[src/rtl/dma_arbiter_if.sv]
// CPU-side, DMC-side and system-bus signals seen by the DMA arbiter.
// The arbiter uses the slave view; the surrounding system uses master.
interface dma_arbiter_if;
    logic [15:0] cpu_addr_i;
    logic [7:0]  cpu_data_i;
    logic        cpu_rw_i;
    logic [7:0]  bus_data_i;
    logic        dmc_req_i;
    logic [15:0] dmc_addr_i;
    logic [15:0] bus_addr_o;
    logic [7:0]  bus_data_o;
    logic        bus_rw_o;
    logic        cpu_rdy_o;
    logic        dmc_ack_o;
    logic [7:0]  dmc_data_o;
    logic        oam_active_o;

    modport slave (
        input  cpu_addr_i, cpu_data_i, cpu_rw_i, bus_data_i,
        input  dmc_req_i, dmc_addr_i,
        output bus_addr_o, bus_data_o, bus_rw_o, cpu_rdy_o,
        output dmc_ack_o, dmc_data_o, oam_active_o
    );

    modport master (
        output cpu_addr_i, cpu_data_i, cpu_rw_i, bus_data_i,
        output dmc_req_i, dmc_addr_i,
        input  bus_addr_o, bus_data_o, bus_rw_o, cpu_rdy_o,
        input  dmc_ack_o, dmc_data_o, oam_active_o
    );
endinterface

[src/rtl/dma_arbiter.sv]
// OAM sprite DMA and DMC fetch sequencer on the CPU bus; DMC steals
// get slots from OAM, everything else passes the CPU through.
module dma_arbiter (
    input  logic         clk,
    input  logic         rst_n,
    dma_arbiter_if.slave dma
);
    localparam logic [15:0] OAMDMA  = 16'h4014;
    localparam logic [15:0] OAMDATA = 16'h2004;

    typedef enum logic [1:0] {IDLE, HALT, XFER} state_t;

    state_t     state;
    logic       get;
    logic [7:0] oam_page;
    logic [7:0] oam_cnt;
    logic [7:0] oam_buf;
    logic       oam_pend;
    logic       last_oam_get;
    logic       dmc_block;

    logic dmc_req;
    logic xfer;
    logic oam_trig;
    logic dmc_go;
    logic oam_rd;
    logic oam_wr;
    logic pend_nx;
    logic last_nx;
    logic done;

    // The requester needs one cycle to drop its level after an ack.
    assign dmc_req  = dma.dmc_req_i & ~dmc_block;
    assign xfer     = (state == XFER);
    assign oam_trig = (state == IDLE) & ~dma.cpu_rw_i
                    & (dma.cpu_addr_i == OAMDMA);
    assign dmc_go   = xfer & get & dmc_req;
    assign oam_rd   = xfer & get & ~dmc_req & oam_pend;
    assign oam_wr   = xfer & ~get & last_oam_get;

    assign pend_nx  = (oam_wr && oam_cnt == 8'hFF) ? 1'b0 : oam_pend;
    assign last_nx  = oam_rd ? 1'b1
                    : (dmc_go | oam_wr) ? 1'b0 : last_oam_get;
    assign done     = ~pend_nx & ~last_nx & ~(dmc_req & ~dmc_go);

    always_comb begin
        dma.bus_addr_o = dma.cpu_addr_i;
        dma.bus_data_o = dma.cpu_data_i;
        dma.bus_rw_o   = dma.cpu_rw_i;
        unique case (state)
            IDLE: ;
            HALT: dma.bus_rw_o = 1'b1;
            XFER: begin
                dma.bus_rw_o = 1'b1;
                unique case (1'b1)
                    dmc_go: dma.bus_addr_o = dma.dmc_addr_i;
                    oam_rd: dma.bus_addr_o = {oam_page, oam_cnt};
                    oam_wr: begin
                        dma.bus_addr_o = OAMDATA;
                        dma.bus_data_o = oam_buf;
                        dma.bus_rw_o   = 1'b0;
                    end
                    default: ;
                endcase
            end
            default: dma.bus_rw_o = 1'b1;
        endcase
    end

    assign dma.cpu_rdy_o    = (state == IDLE);
    assign dma.dmc_ack_o    = dmc_go;
    assign dma.dmc_data_o   = dmc_go ? dma.bus_data_i : 8'h00;
    assign dma.oam_active_o = oam_pend;

    always_ff @(posedge clk or negedge rst_n) begin
        if (!rst_n) begin
            state        <= IDLE;
            get          <= 1'b0;
            oam_page     <= 8'h00;
            oam_cnt      <= 8'h00;
            oam_buf      <= 8'h00;
            oam_pend     <= 1'b0;
            last_oam_get <= 1'b0;
            dmc_block    <= 1'b0;
        end else begin
            get       <= ~get;
            dmc_block <= dmc_go;
            unique case (state)
                IDLE: begin
                    if (oam_trig) begin
                        oam_page <= dma.cpu_data_i;
                        oam_cnt  <= 8'h00;
                        oam_pend <= 1'b1;
                        state    <= HALT;
                    end else if (dmc_req && dma.cpu_rw_i) begin
                        state <= HALT;
                    end
                end
                HALT: state <= XFER;
                XFER: begin
                    if (oam_rd)
                        oam_buf <= dma.bus_data_i;
                    if (oam_wr)
                        oam_cnt <= oam_cnt + 8'h01;
                    oam_pend     <= pend_nx;
                    last_oam_get <= last_nx;
                    if (done)
                        state <= IDLE;
                end
                default: state <= IDLE;
            endcase
        end
    end
endmodule
[src/flat_wrapper.sv]
// flat-port wrapper written by rule: the top's interface ports become plain ports
module dma_arbiter_flat 
  (clk, rst_n, dma_cpu_addr_i, dma_cpu_data_i, dma_cpu_rw_i, dma_bus_data_i, dma_dmc_req_i, dma_dmc_addr_i, dma_bus_addr_o, dma_bus_data_o, dma_bus_rw_o, dma_cpu_rdy_o, dma_dmc_ack_o, dma_dmc_data_o, dma_oam_active_o);
  dma_arbiter_if dma_i ();
  input  logic clk;
  input  logic rst_n;
  input wire logic [$bits(dma_i.cpu_addr_i)-1:0] dma_cpu_addr_i;
  input wire logic [$bits(dma_i.cpu_data_i)-1:0] dma_cpu_data_i;
  input wire logic [$bits(dma_i.cpu_rw_i)-1:0] dma_cpu_rw_i;
  input wire logic [$bits(dma_i.bus_data_i)-1:0] dma_bus_data_i;
  input wire logic [$bits(dma_i.dmc_req_i)-1:0] dma_dmc_req_i;
  input wire logic [$bits(dma_i.dmc_addr_i)-1:0] dma_dmc_addr_i;
  output wire logic [$bits(dma_i.bus_addr_o)-1:0] dma_bus_addr_o;
  output wire logic [$bits(dma_i.bus_data_o)-1:0] dma_bus_data_o;
  output wire logic [$bits(dma_i.bus_rw_o)-1:0] dma_bus_rw_o;
  output wire logic [$bits(dma_i.cpu_rdy_o)-1:0] dma_cpu_rdy_o;
  output wire logic [$bits(dma_i.dmc_ack_o)-1:0] dma_dmc_ack_o;
  output wire logic [$bits(dma_i.dmc_data_o)-1:0] dma_dmc_data_o;
  output wire logic [$bits(dma_i.oam_active_o)-1:0] dma_oam_active_o;
  assign dma_i.cpu_addr_i = dma_cpu_addr_i;
  assign dma_i.cpu_data_i = dma_cpu_data_i;
  assign dma_i.cpu_rw_i = dma_cpu_rw_i;
  assign dma_i.bus_data_i = dma_bus_data_i;
  assign dma_i.dmc_req_i = dma_dmc_req_i;
  assign dma_i.dmc_addr_i = dma_dmc_addr_i;
  assign dma_bus_addr_o = dma_i.bus_addr_o;
  assign dma_bus_data_o = dma_i.bus_data_o;
  assign dma_bus_rw_o = dma_i.bus_rw_o;
  assign dma_cpu_rdy_o = dma_i.cpu_rdy_o;
  assign dma_dmc_ack_o = dma_i.dmc_ack_o;
  assign dma_dmc_data_o = dma_i.dmc_data_o;
  assign dma_oam_active_o = dma_i.oam_active_o;
  dma_arbiter u_core (.clk(clk), .rst_n(rst_n), .dma(dma_i));
endmodule
[config.mk]
export PLATFORM = sky130hd
export DESIGN_NAME = dma_arbiter_flat
export DESIGN_NICKNAME = d
export VERILOG_FILES = /design/src/rtl/dma_arbiter_if.sv /design/src/rtl/dma_arbiter.sv /design/src/flat_wrapper.sv
export SDC_FILE = /design/constraint.sdc
export NUM_CORES = 1
export LEC_CHECK = 0
export ABC_AREA = 1
export CAP_MARGIN = 10
export CELL_PAD_IN_SITES_DETAIL_PLACEMENT = 1
export CELL_PAD_IN_SITES_GLOBAL_PLACEMENT = 2
export CORE_MARGIN = 1.5
export CORE_UTILIZATION = 20
export DETAILED_ROUTE_END_ITERATION = 16
export PLACE_DENSITY_LB_ADDON = 0.1
export SLEW_MARGIN = 20
export SYNTH_ARGS = -nofsm -noshare
export SYNTH_HDL_FRONTEND = slang
export SYNTH_SLANG_ARGS = --single-unit
export TNS_END_PERCENT = 10
[constraint.sdc]
create_clock -name clk -period 1.55 [get_ports clk]
set_clock_uncertainty 0.05 [all_clocks]
set_input_delay 0.31 -clock clk [delete_from_list [all_inputs] [get_ports clk]]
set_output_delay 0.31 -clock clk [all_outputs]
set_load 0.02 [all_outputs]
==> metrics.txt <==
instance count of the mapped netlist=between 200 and 300; sequential cell area=approximately 750 µm²; clock buffer count from CTS=5; row count=36; # clock sinks=30; ordered list of cells on the worst path=inv_2, nand2_4, buf_6, nor2_4, inv_2, nand2_4, nor2_8, buf_6, nand2_2, o211ai_1, buf_4; initial antenna violation count=0; reg-to-reg slack, setup=-0.13 ns; placed inst area=3425 µm²; DRC=0; area occupied by multi-input gates=~1100 µm²; share of total power consumed by net switching=a little under two fifths; combinational share of power=a little over half; total core area=a little under 10,000 µm²; number of primary I/O pins=between 80 and 90; HPWL after detailed placement=5610 µm; first-pass GRT wire length=12,200 µm; Total Routing Usage GR=14.37%; largest net degree at the start of global routing=31; worst reg2reg startpoint=u_core.state[0]$_DFFE_PN0P_; CTS HTree Levels=2; Worst EP arrival=1.75 ns; Die Footprint=~11,000 µm²; slowest CP cell=dfrtp_1; total inserted antenna cells=0; count of routing violations after the opening detailed-route iteration=between 50 and 60; via/cell ratio=4.086; slew at the pin closest to its max-slew limit=0.2757 ns; DIE WIDTH=103.8 µm; Setup crit start=u_core.state[0]$_DFFE_PN0P_; net load switching power=1.431 mW; Leak Pwr=1.818 nW; Clk Tree Root Cell=clkbuf_8; portion of the post-synthesis area used by sequential elements=36.97%; Peak Freq=~470 MHz; post-layout min period=2.106 ns; delay of the slowest critical-path stage=0.39 ns; final cycle utilization of the critical path=135.9%; non-filler instance count after layout=557; placed cells=540; Synthesized Nets=330; TritonCTS clock tree=yes; number of failing setup endpoints in the final timing report=47; Vias=2,276; Worst Reg-to-Reg Cells=11; total length of routed wires=7466 µm; unrepaired setup endpoints after global routing=yes; worst-path maximum fanout=6; Final Wtd Congestion=0.7788; capture instance of the worst register-to-register path=u_core.oam_page[5]$_DFFE_PN0P_; via count of the first global-routing pass=around 2,400; Cell Pwr Density=1044 nW/µm²; required time worst endpoint=1.19 ns; share of post-route cells with drive strength above 1=36.56%; Cell variety after synth=28; Setup Slack @ Placement=-1.014 ns; starting density of the core=around a fifth; category of the most critical setup path=register to output port; Pins Over Slew Limit=0; number of synthesized register bits=30; chip height=around 100 µm; violated checks=setup timing; Final Net Count=476; Critical Path End=dma_bus_addr_o[0]; global route total overflow=0; first-pass iteration count of the detailed router=4; internal power=2.417 mW; Hold Path Class=primary input to asynchronous set/reset pin; Antenna Violating Nets Remaining=0; CTS clock-pin slew for the worst setup and hold paths=0.07 ns; setup slack of the critical path after layout=-0.5558 ns; Area growth, synth to finish=81.58%; mapped cell area=2031 µm²; part of the power in registers=27.8%; layout filler cell count=~1,200; portion of total power attributed to the clock network=20.2%; Slew Limit Headroom=approximately four fifths; Design Power=3.848 mW; clock tree buffer depth=2; result of the run=finished with violations; final hold viol count=0; worst-skew pair later-pin latency=a little under 0.3 ns; worst vdd rail ir drop=between 0.3 and 0.4 mV; design area=approximately 3700 µm²; number of buffers added on ports=87; final routed wire length divided by cell count=13.40 µm; Synth warnings=0; critical path capture point type=output port; Maximum Capacitance Violations=0; type of origin of the critical path=register; Mean Syn Cell Area=around 7.3 µm²
[critical path: cells and delay by family (launching register included)]
| kind | cells | cell delay, ns |
|---|---|---|
| buffers and inverters | 5 | 0.57 |
| AND/OR/NAND/NOR | 5 | 0.40 |
| AO/OA/AOI/OAI | 1 | 0.09 |
| flip-flops | 1 | 0.39 |
[synth_stat cells (all sizes together)]
master / count / share of area, %
nand2: 96 / 20
nand4: 4 / 1.5
nor2: 34 / 8.1
o21ai: 26 / 6.4
inv: 38 / 7.5
dfrtp: 30 / 37
nand3: 25 / 9.2
ha: 1 / 0.62
buf: 10 / 4.9
o211ai: 3 / 1.1
nor3: 2 / 0.49
a21oi: 2 / 0.49
xor2: 6 / 2.6
[power groups by stage]
stage	clock network (mW)	logic, mW	registers, mW
floorplan	0	0.875	1.10
global placement	0	1.84	1.08
detailed placement	0	1.86	1.09
CTS	0.816	2.00	1.07
global route	0.853	2.20	1.09
finish	0.775	2.00	1.07
[cell families (layout without fill, tap and decap cells)]
logic type | after synthesis | count (layout) | synth area share (%)
flops | 30 | 30 | 36.97
buf+inv | 48 | 195 | 12.38
xor+xnor | 6 | 6 | 2.588
fa+ha+maj | 1 | 1 | 0.6160
compound gates | 31 | 31 | 8.010
simple gates | 161 | 161 | 39.43
[registers in the layout, indices dropped and copies added, names as in the netlist]
name and count:
u_core.get 1, u_core.oam_buf 8, u_core.oam_page 8, u_core.state 2
u_core.dmc_block 1, u_core.last_oam_get 1, u_core.dma.oam_active_o 1, u_core.oam_cnt 8
[metal layers]
layer  wire length, µm  share of wire, %  global-route usage, %  vias to the layer above
met3               297               4.0                  3.084                        4
met2              3589                48                  24.67                       53
met5                 0                 0                      0                        -
met4                65              0.87                  3.869                        0
met1              3513                47                  18.20                     1066
li1                  -                 -                      -                     1153
[stage by stage]
step / hold slack [ns] / setup TNS (ns) / utilization, %
after floorplan: -0.03559 / -2.096 / -
after global placement: 0.4181 / -34.13 / 34.88
after detailed placement: 0.4231 / -35.08 / 34.88
after CTS: 0.3392 / -15.26 / 36.90
after global routing: 0.3297 / -21.44 / 37.55
final: 0.3318 / -15.67 / 37.55
[final cells by class]
| cell class | count | area share, % |
|---|---|---|
| Timing Repair Buffer | 149 | 36.75 |
| Clock buffer | 8 | 2.986 |
| Tap cell | 133 | 4.513 |
| Sequential cell | 30 | 20.36 |
| Multi-Input combinational cell | 199 | 30.68 |
| Inverter | 38 | 4.717 |
[worst min path at each step]
stage,end,cells past startpoint
detailed placement,u_core.oam_buf[2]$_DFFE_PN0P_,2
finish,u_core.state[0]$_DFFE_PN0P_,2
CTS,u_core.state[0]$_DFFE_PN0P_,2
global route,u_core.state[0]$_DFFE_PN0P_,2
global placement,u_core.oam_page[6]$_DFFE_PN0P_,2
floorplan,u_core.dma.oam_active_o$_DFFE_PN0P_,0
[repair_timing]
action,in CTS,in global routing
resized for setup,189,26
pin swaps,7,4
hold buffers,0,0
endpoints found under the setup margin,44,54
gates cloned,2,0
buffers inserted,6,3
[layout by cell type (no fill, tap or decap), types with 4 or more instances in the layout]
master,n
nand2_1,77
inv_1,30
nor2_4,4
nand2_2,9
xor2_1,6
inv_2,5
dfrtp_1,30
buf_2,11
buf_6,13
clkbuf_8,8
clkdlybuf4s50_1,50
o21ai_0,11
buf_12,5
nand3_2,11
nor2_1,27
nand2_4,10
buf_4,62
o21ai_1,13
nand3_1,11
No activity file was read; power rests on OpenSTA's default activity.
